`config.mk`:
```
export PLATFORM = sky130hd
export DESIGN_NAME = rst_seq_ctrl
export DESIGN_NICKNAME = d
export VERILOG_FILES = /design/src/rtl/rst_seq_pkg.sv /design/src/rtl/rst_seq_ctrl_seq_timer.sv /design/src/rtl/rst_seq_ctrl.sv
export SDC_FILE = /design/constraint.sdc
export NUM_CORES = 1
export LEC_CHECK = 0
export BUFFER_PORTS_ARGS = -buffer_cell sky130_fd_sc_hd__buf_2
export CAP_MARGIN = 15
export CORE_MARGIN = 5
export CORE_UTILIZATION = 35
export DETAILED_ROUTE_END_ITERATION = 12
export HOLD_SLACK_MARGIN = 0.12
export SLEW_MARGIN = 5
export SYNTH_ARGS = -nofsm -noshare
export SYNTH_HDL_FRONTEND = slang
export SYNTH_SLANG_ARGS = --single-unit
```
`constraint.sdc`:
```
create_clock -name clk -period 1.95 [get_ports clk]
set_input_delay 0.195 -clock clk [delete_from_list [all_inputs] [get_ports clk]]
set_output_delay 0.195 -clock clk [all_outputs]
set_load 0.05 [all_outputs]
```
`src/rtl/rst_seq_pkg.sv`:
```
// Shared encodings for the staged reset-release sequencer: FSM states and
// last-reset cause codes.
package rst_seq_pkg;

  typedef enum logic [2:0] {
    HOLD     = 3'd0,
    REL_IO   = 3'd1,
    REL_UART = 3'd2,
    REL_CPU  = 3'd3,
    RUN      = 3'd4
  } state_t;

  localparam logic [1:0] CAUSE_POR = 2'b00;
  localparam logic [1:0] CAUSE_SW  = 2'b01;
  localparam logic [1:0] CAUSE_WDT = 2'b10;

endpackage

```
`src/rtl/rst_seq_ctrl_seq_timer.sv`:
```
// Free-running terminal-count timer shared by the release stages and the
// watchdog; wraps to zero after TERM and holds zero while clr is high.
module seq_timer #(
  parameter int unsigned      WIDTH = 4,
  parameter logic [WIDTH-1:0] TERM  = '1
) (
  input  logic clk,
  input  logic rst,
  input  logic clr,
  input  logic en,
  output logic tc
);

  logic [WIDTH-1:0] count_q, count_d;

  assign tc = (count_q == TERM);

  always_comb begin
    count_d = count_q;
    if (clr) begin
      count_d = '0;
    end else if (en) begin
      count_d = tc ? '0 : count_q + 1'b1;
    end
  end

  always_ff @(posedge clk or negedge rst) begin
    if (!rst) begin
      count_q <= '0;
    end else begin
      count_q <= count_d;
    end
  end

endmodule

```
`src/rtl/rst_seq_ctrl.sv`:
```
// Staged reset release: I/O first, then UART, then CPU. Defining
// RST_SEQ_WDT_EN adds a watchdog that re-enters the sequence on a missed kick.
module rst_seq_ctrl
  import rst_seq_pkg::*;
#(
  parameter int unsigned STAGE_DLY  = 16,
  parameter int unsigned WDT_CYCLES = 1048576
) (
  input  logic       clk,
  input  logic       rst,
  input  logic       sw_rst_req,
  input  logic       wdt_kick,
  output logic       rst_io_out,
  output logic       rst_uart_out,
  output logic       rst_cpu_out,
  output logic       ready,
  output logic [1:0] cause
);

  localparam int unsigned STG_W = $clog2(STAGE_DLY);

  state_t     state_q, state_d;
  logic [1:0] cause_q, cause_d;
  logic       rst_io_q, rst_io_d;
  logic       rst_uart_q, rst_uart_d;
  logic       rst_cpu_q, rst_cpu_d;
  logic       ready_q, ready_d;
  logic       stg_clr, stg_tc;
  logic       wdt_expire;

  // Only the two timed stages count; everywhere else the counter sits at zero.
  assign stg_clr = (state_q != HOLD) && (state_q != REL_IO);

  seq_timer #(
    .WIDTH (STG_W),
    .TERM  (STG_W'(STAGE_DLY - 1))
  ) u_stage_timer (
    .clk (clk),
    .rst (rst),
    .clr (stg_clr),
    .en  (1'b1),
    .tc  (stg_tc)
  );

`ifdef RST_SEQ_WDT_EN
  localparam int unsigned WDT_W = $clog2(WDT_CYCLES);

  logic wdt_clr, wdt_tc;

  assign wdt_clr    = (state_q != RUN) || wdt_kick;
  assign wdt_expire = wdt_tc && (state_q == RUN) && !wdt_kick;

  seq_timer #(
    .WIDTH (WDT_W),
    .TERM  (WDT_W'(WDT_CYCLES - 1))
  ) u_wdt_timer (
    .clk (clk),
    .rst (rst),
    .clr (wdt_clr),
    .en  (1'b1),
    .tc  (wdt_tc)
  );
`else
  logic unused_wdt;

  assign unused_wdt = wdt_kick & (WDT_CYCLES != 0);
  assign wdt_expire = 1'b0;
`endif

  // Outputs decode the next state so every pin comes straight from a flop.
  // Ready is raised on the same edge that frees the CPU.
  always_comb begin
    state_d = state_q;
    cause_d = cause_q;
    case (state_q)
      HOLD:     if (stg_tc) state_d = REL_IO;
      REL_IO:   if (stg_tc) state_d = REL_UART;
      REL_UART: state_d = REL_CPU;
      REL_CPU:  state_d = RUN;
      RUN: begin
        if (sw_rst_req) begin
          state_d = HOLD;
          cause_d = CAUSE_SW;
        end else if (wdt_expire) begin
          state_d = HOLD;
          cause_d = CAUSE_WDT;
        end
      end
      default:  state_d = HOLD;
    endcase
    rst_io_d   = (state_d == HOLD);
    rst_uart_d = (state_d == HOLD) || (state_d == REL_IO);
    rst_cpu_d  = rst_uart_d || (state_d == REL_UART);
    ready_d    = (state_d == REL_CPU) || (state_d == RUN);
  end

  always_ff @(posedge clk or negedge rst) begin
    if (!rst) begin
      state_q    <= HOLD;
      cause_q    <= CAUSE_POR;
      rst_io_q   <= 1'b1;
      rst_uart_q <= 1'b1;
      rst_cpu_q  <= 1'b1;
      ready_q    <= 1'b0;
    end else begin
      state_q    <= state_d;
      cause_q    <= cause_d;
      rst_io_q   <= rst_io_d;
      rst_uart_q <= rst_uart_d;
      rst_cpu_q  <= rst_cpu_d;
      ready_q    <= ready_d;
    end
  end

  assign rst_io_out   = rst_io_q;
  assign rst_uart_out = rst_uart_q;
  assign rst_cpu_out  = rst_cpu_q;
  assign ready        = ready_q;
  assign cause        = cause_q;

endmodule

```
* Word level (Yosys, flattened, before mapping)
Cells that the tools add are included.
** Cells by class
- Multiply operators :: 0
- Divide/modulo/power cells :: 0
- Muxes and demuxes :: 6
- Shift-type cells :: 0
- $lt $le $gt $ge :: 0
- Reductions and logical operators :: 8
- Add/subtract/negate cells :: 1
- Equality and inequality tests :: 10
- Bitwise gates (word level) :: 0
** Operator list (count)
- 3-bit one-hot mux with 5 select lines :: 1
- 3-bit by 2-bit == test with 1-bit output (second input constant) :: 4
- 3-bit two-way mux :: 3
- 4-bit two-way mux :: 2
- 3-bit by 1-bit == test with 1-bit output (second input constant) :: 2
- 3-bit == test (second input constant) :: 2
- 3-bit zero test :: 2
- 4-bit by 1-bit adder with 4-bit output (second input constant) :: 1
- 4-bit == test (second input constant) :: 1
- 1-bit logical OR :: 3
- 3-bit by 1-bit != test with 1-bit output (second input constant) :: 1
- 3-bit nonzero test :: 1
- 2-bit AND reduction :: 1
- 1-bit logical AND :: 1
** Storage, ports and cells
- Memories :: 0
- Bits in latches :: 0
- Memory bits (read-only) :: 0
- Bits in registers :: 12
- Memory bits (writable) :: 0
- Output and inout port bits :: 6

* Longest topological paths before layout
- Depth in word-level cells :: 6
- Gate-level depth with buffers :: 4
- Gate-level depth less buffers :: 4

* Modules after synthesis
Synthesis repeated with hierarchy kept, for this count alone.
** Second synthesis, totals
- Cell total of the unflattened synthesis :: 52
- Area, all modules :: 584.3 µm²
** By module, submodules not included
- rst_seq_ctrl :: seq. area each 203.9 µm², times used 1, cells an instance 32, area an instance 377.9 µm²
- seq_timer :: seq. area each 100.1 µm², times used 1, cells an instance 20, area an instance 206.4 µm²

* Least setup slack after synthesis
Ideal clock, no wire load.
- Kind :: register to register
- Start :: register u_stage_timer.count_q[0]
- End :: register rst_io_q, in the netlist rst_io_out
- Arrival :: 1.025 ns
- Data required time :: 1.845 ns
- Library setup time :: 0.105 ns
- Stages on the path, launching flop included :: 4
- Slack :: 0.820 ns
- Cell sequence :: dfrtp_1 ha_1 and3_1 o41ai_1
** On the way
- Cells in the longest elaborated chain, start to end :: 4
- Elaborated cells between the ends (all ways) :: 5
- Those cells by class :: eq/ne: 1; mux: 3; reduce/logical: 1
** Ends and longest elaborated chain
- from (decl) :: line rst_seq_ctrl_seq_timer.sv:14 : logic [WIDTH-1:0] count_q, count_d;
- from (signal assigned) :: line rst_seq_ctrl_seq_timer.sv:31 : count_q <= count_d;
- 4-bit == test (*) :: line rst_seq_ctrl_seq_timer.sv:16 : assign tc = (count_q == TERM);
- 3-bit two-way mux, on equally long branches :: line rst_seq_ctrl.sv:77, rst_seq_ctrl.sv:76
- 3-bit one-hot mux with 5 select lines (*) :: line rst_seq_ctrl.sv:75 : case (state_q)
- 3-bit zero test (*) :: line rst_seq_ctrl.sv:91 : rst_io_d = (state_d == HOLD);
- net rst_io_d :: line rst_seq_ctrl.sv:24 : logic rst_io_q, rst_io_d;
- to (signal assigned) :: line rst_seq_ctrl.sv:108 : rst_io_q <= rst_io_d;
- to (decl) :: line rst_seq_ctrl.sv:24
Mark *: on every way through the listed nets, which the timed path passes. The rest lies on a longest branch.
A chain may end at the register's enable or synchronous reset.

* Final worst setup path
Same ends and word-level chain as after synthesis.

==> results <==
- The startpoint kind of the worst setup timing path is a flip-flop.
- The floorplan step set the die height to a little under 50 um.
- The average instance in the mapped netlist occupies 11.1 um^2.
- The critical path is of the reg2reg type.
- The HPWL after detailed placement is between 500 and 600 um.
- After Yosys synthesis, XOR and XNOR cells account for approximately 3.4% of the synthesized area.
- The detail route stage leaves a number of antenna-violating nets equal to 0.
- For the worst-skew pair, the clock arrives at the later sink with an insertion delay of 0.28 ns.
- The synthesis-to-finish area growth is 16.0%.
- The starting DRC count in detailed routing is 7.
- The share of layout cells above drive strength 1 is 28.6%.
- The number of slew-limit violations in the final report was 0.
- During I/O placement, the number of pins put on the boundary was 10.
- The leading register cell type out of synthesis is dfrtp_1.
- The clock-pin slew of the registers on the worst-case setup and hold paths is 0.08 ns.
- Traced cell by cell, the critical path runs through ha_1, and3_1, o41ai_1.
- Once layout is complete, the cells apart from fillers number 71.
- The CTS H-tree depth is 1.
- After detailed routing, the number of vias per cell comes to 4.83.
- The global-route wire length before repair is 1.39 mm.
- On the critical path, the stage with the largest delay is an instance of dfrtp_1.
- The floorplan step defined a die boundary enclosing between 0.002 and 0.0025 mm^2.
- The total leakage power is approximately 0.29 nW.
- The synthesized netlist contains 24 unique library cells.
- The library cell with the highest instance count after synthesis is dfrtp_1.
- The ratio of final minimum period to clock period is between 60% and 70%.
- Summed over all instances, the cell type with the most area after synthesis is dfrtp_1.
- Global routing finished with a remaining overflow of 0.
- The final critical path time including I/O delays and setup is between 1 and 1.5 ns.
- The number of failing hold endpoints at the final stage is 0.
- The die extent in x is 48.1 um.
- Global routing consumed, over all layers together, 9.73% of the routing resources.
- The worst clock skew is 0.00880 ns.
- Before antenna repair, the detailed router went through 4 iterations.
- In this run the tool buffered the top-level ports with 7 buffer cells.
- Across all layers, the routed design uses ~340 vias.
- The highest net fanout along the worst path is 4.
- The number of inserted diodes is 0.
- The combinational family with the most area after synthesis is simple AND/OR/NAND/NOR gates.
- The arithmetic-cell share of the synthesized area counting full adders, half adders and majority gates is under 10%.
- The synthesized design devotes to its leading area cell type 44.2% of total area.
- The largest buffer count on any clock path is 2.
- The floorplan step defined a core boundary enclosing 0.00133 mm^2.
- The count of maximum capacitance violations is 0.
- The number of warnings issued by yosys is 0.
- The fraction of the yosys area taken by sequential cells is 59.7%.
- Of the post-synthesis cell area, the part taken by muxes is 0%.
- By count the netlist is led by 9 x dfrtp_1, 4 x nand2_1, 4 x nor2_1.
- The number of buffers added by the clock tree synthesis step is 3.
- After layout, the design draws a total of 0.00108 W.
- The final wirelength is about 810 um.
- Timing would allow up to 0.807 GHz.
- The synthesized netlist devotes a little under an eighth of its cell area to compound gates.
- VDD sags by at most 0.000877 V.
- The cell total after placement is 66.
- The number of nets produced by synthesis is 51.
- The synthesized design contains 0 enable-type register cells.
- The sink count of the clock tree is 12.
- The initial antenna violation count is 0.
- The detailed-route DRC error count is 0.
- The cell count after synthesis came out at 46.
- After synthesis the netlist holds a flip-flop and latch count of 12.
- The layout filler cell count is 139.
- Across all hold checks on the routed design, the worst slack comes to ~0.18 ns.
- The core utilization of the finished layout is 44.3%.
- Entering global routing, the biggest net connects 13 pins.
- The layout net count is 62.
- Setup repair after global routing left no endpoint under its margin.
- The simple logic cell fraction of the synthesized area is 16.5%.
- The starting utilization of the core area is 38.2%.
- Dividing the detail-routed wire length by the instance count gives 11.4 um.
- The run finished with clean final reports.
- The area of the mapped netlist is 509 um^2.
- Adding up every negative setup slack in the final design gives 0 ns.
- The largest single stage delay on the critical path is approximately 0.42 ns.
- In this run the clock root is driven by a clkbuf_4.
- Sorting the synthesized cells by area gives the leading types as dfrtp_1 44%, dfstp_2 15%, xnor2_1 3.4%.
- The ratio of total power to cell area is 1820 mW/mm^2.
- Setup violations remaining at the end of the flow were counted as 0.
- At the worst endpoint, the arrival time is ~1.4 ns.
- For this run, asynchronously set or reset flops after synthesis account for 100%.
- The worst hold path belongs to the class in2reg.
- The data required time of the critical path is 2.12 ns.
- The clock tree from TritonCTS is done.
- The floorplan has 13 rows.
- The category of the worst setup path capture point is a flip-flop.
- The via count of the first global-routing pass is 319.
- The weighted congestion reported at the end of routability-driven placement is roughly 0.67.
per-stage QoR:
step                      setup WS, ns  cell area (um^2)
after floorplan                  0.820               509
after global routing             0.621               591
final                            0.711               591
after CTS                        0.702               591
after global placement           0.729               544
after detailed placement         0.739               544
state kept, by name (all words and copies together) (netlist names):
| register | cells |
|---|---|
| cause | 1 |
| rst_uart_out | 1 |
| u_stage_timer.count_q | 4 |
| rst_io_out | 1 |
| ready | 1 |
| rst_cpu_out | 1 |
| state_q | 3 |
placed cells by master (no fill, tap or decap), types with 2 or more instances in the layout:
| cell type | instances |
|---|---|
| dfrtp_1 | 9 |
| buf_2 | 7 |
| nand2_1 | 4 |
| nor2_1 | 4 |
| inv_1 | 3 |
| clkbuf_4 | 3 |
| dfstp_2 | 3 |
| nor3_1 | 2 |
| o21ai_0 | 2 |
| xnor2_1 | 2 |
| a21oi_1 | 2 |
worst paths after layout:
kind | cells past startpoint | start | slack, ns | endpoint
worst max-delay path | 3 | u_stage_timer.count_q[0] | 0.71 | rst_io_out
max in group asynchronous | 2 | rst | 1.38 | rst_cpu_out
worst min register to register | 1 | cause[0] | 0.47 | cause[0]
worst max register to register | 3 | u_stage_timer.count_q[0] | 0.71 | rst_io_out
worst min-delay path | 2 | sw_rst_req | 0.18 | cause[0]
min in group asynchronous | 2 | rst | 0.31 | u_stage_timer.count_q[0]
routing by layer:
layer | vias up | part of all wire [%] | track usage (%) | wire length (um)
met1 | 156 | 38 | 10.1 | 309
met5 | - | 0 | 0 | 0
met3 | 4 | 9.3 | 5.54 | 75
met4 | 0 | 4.5 | 8.06 | 36
met2 | 13 | 48 | 14.1 | 386
li1 | 170 | - | - | -
logic make-up (layout without fill, tap and decap cells):
family,after synthesis,in the layout
buffers and inverters,5,15
DFF,12,12
AOI/OAI and AO/OA,9,9
adders and majority gates,1,1
xor gates and xnor gates,2,2
other,1,1
and+or+nand+nor,16,16
critical path: cells and delay by family, from the launching register on:
kind / cells / cell delay (ns)
DFF: 1 / 0.42
AOI/OAI and AO/OA: 1 / 0.27
adders and majority gates: 1 / 0.26
and+or+nand+nor: 1 / 0.20
timing repair:
| item | in CTS | in global routing |
|---|---|---|
| setup endpoints to repair | 0 | 0 |
| hold buffers | 1 | 0 |
| buffers inserted | 0 | 0 |
| hold endpoints to repair | 12 | 0 |
| gates resized for setup | 0 | 0 |
power breakdown:
group | internal (W) | leakage, nW | switching, W
registers | 0.000369 | 0.144 | 0.0000817
logic | 0.000151 | 0.121 | 0.000281
clock network | 0.000114 | 0.0210 | 0.0000805
cell type report:
cell class	count	area (um^2)	area share, %
well taps	15	18.8	3.18
inverters	3	11.3	1.91
flip-flops and latches	12	304	51.5
multi-input cells	29	175	29.7
clock buffers	4	36.3	6.14
repair buffers	8	45.0	7.63
(Power assumes the default switching activity.)
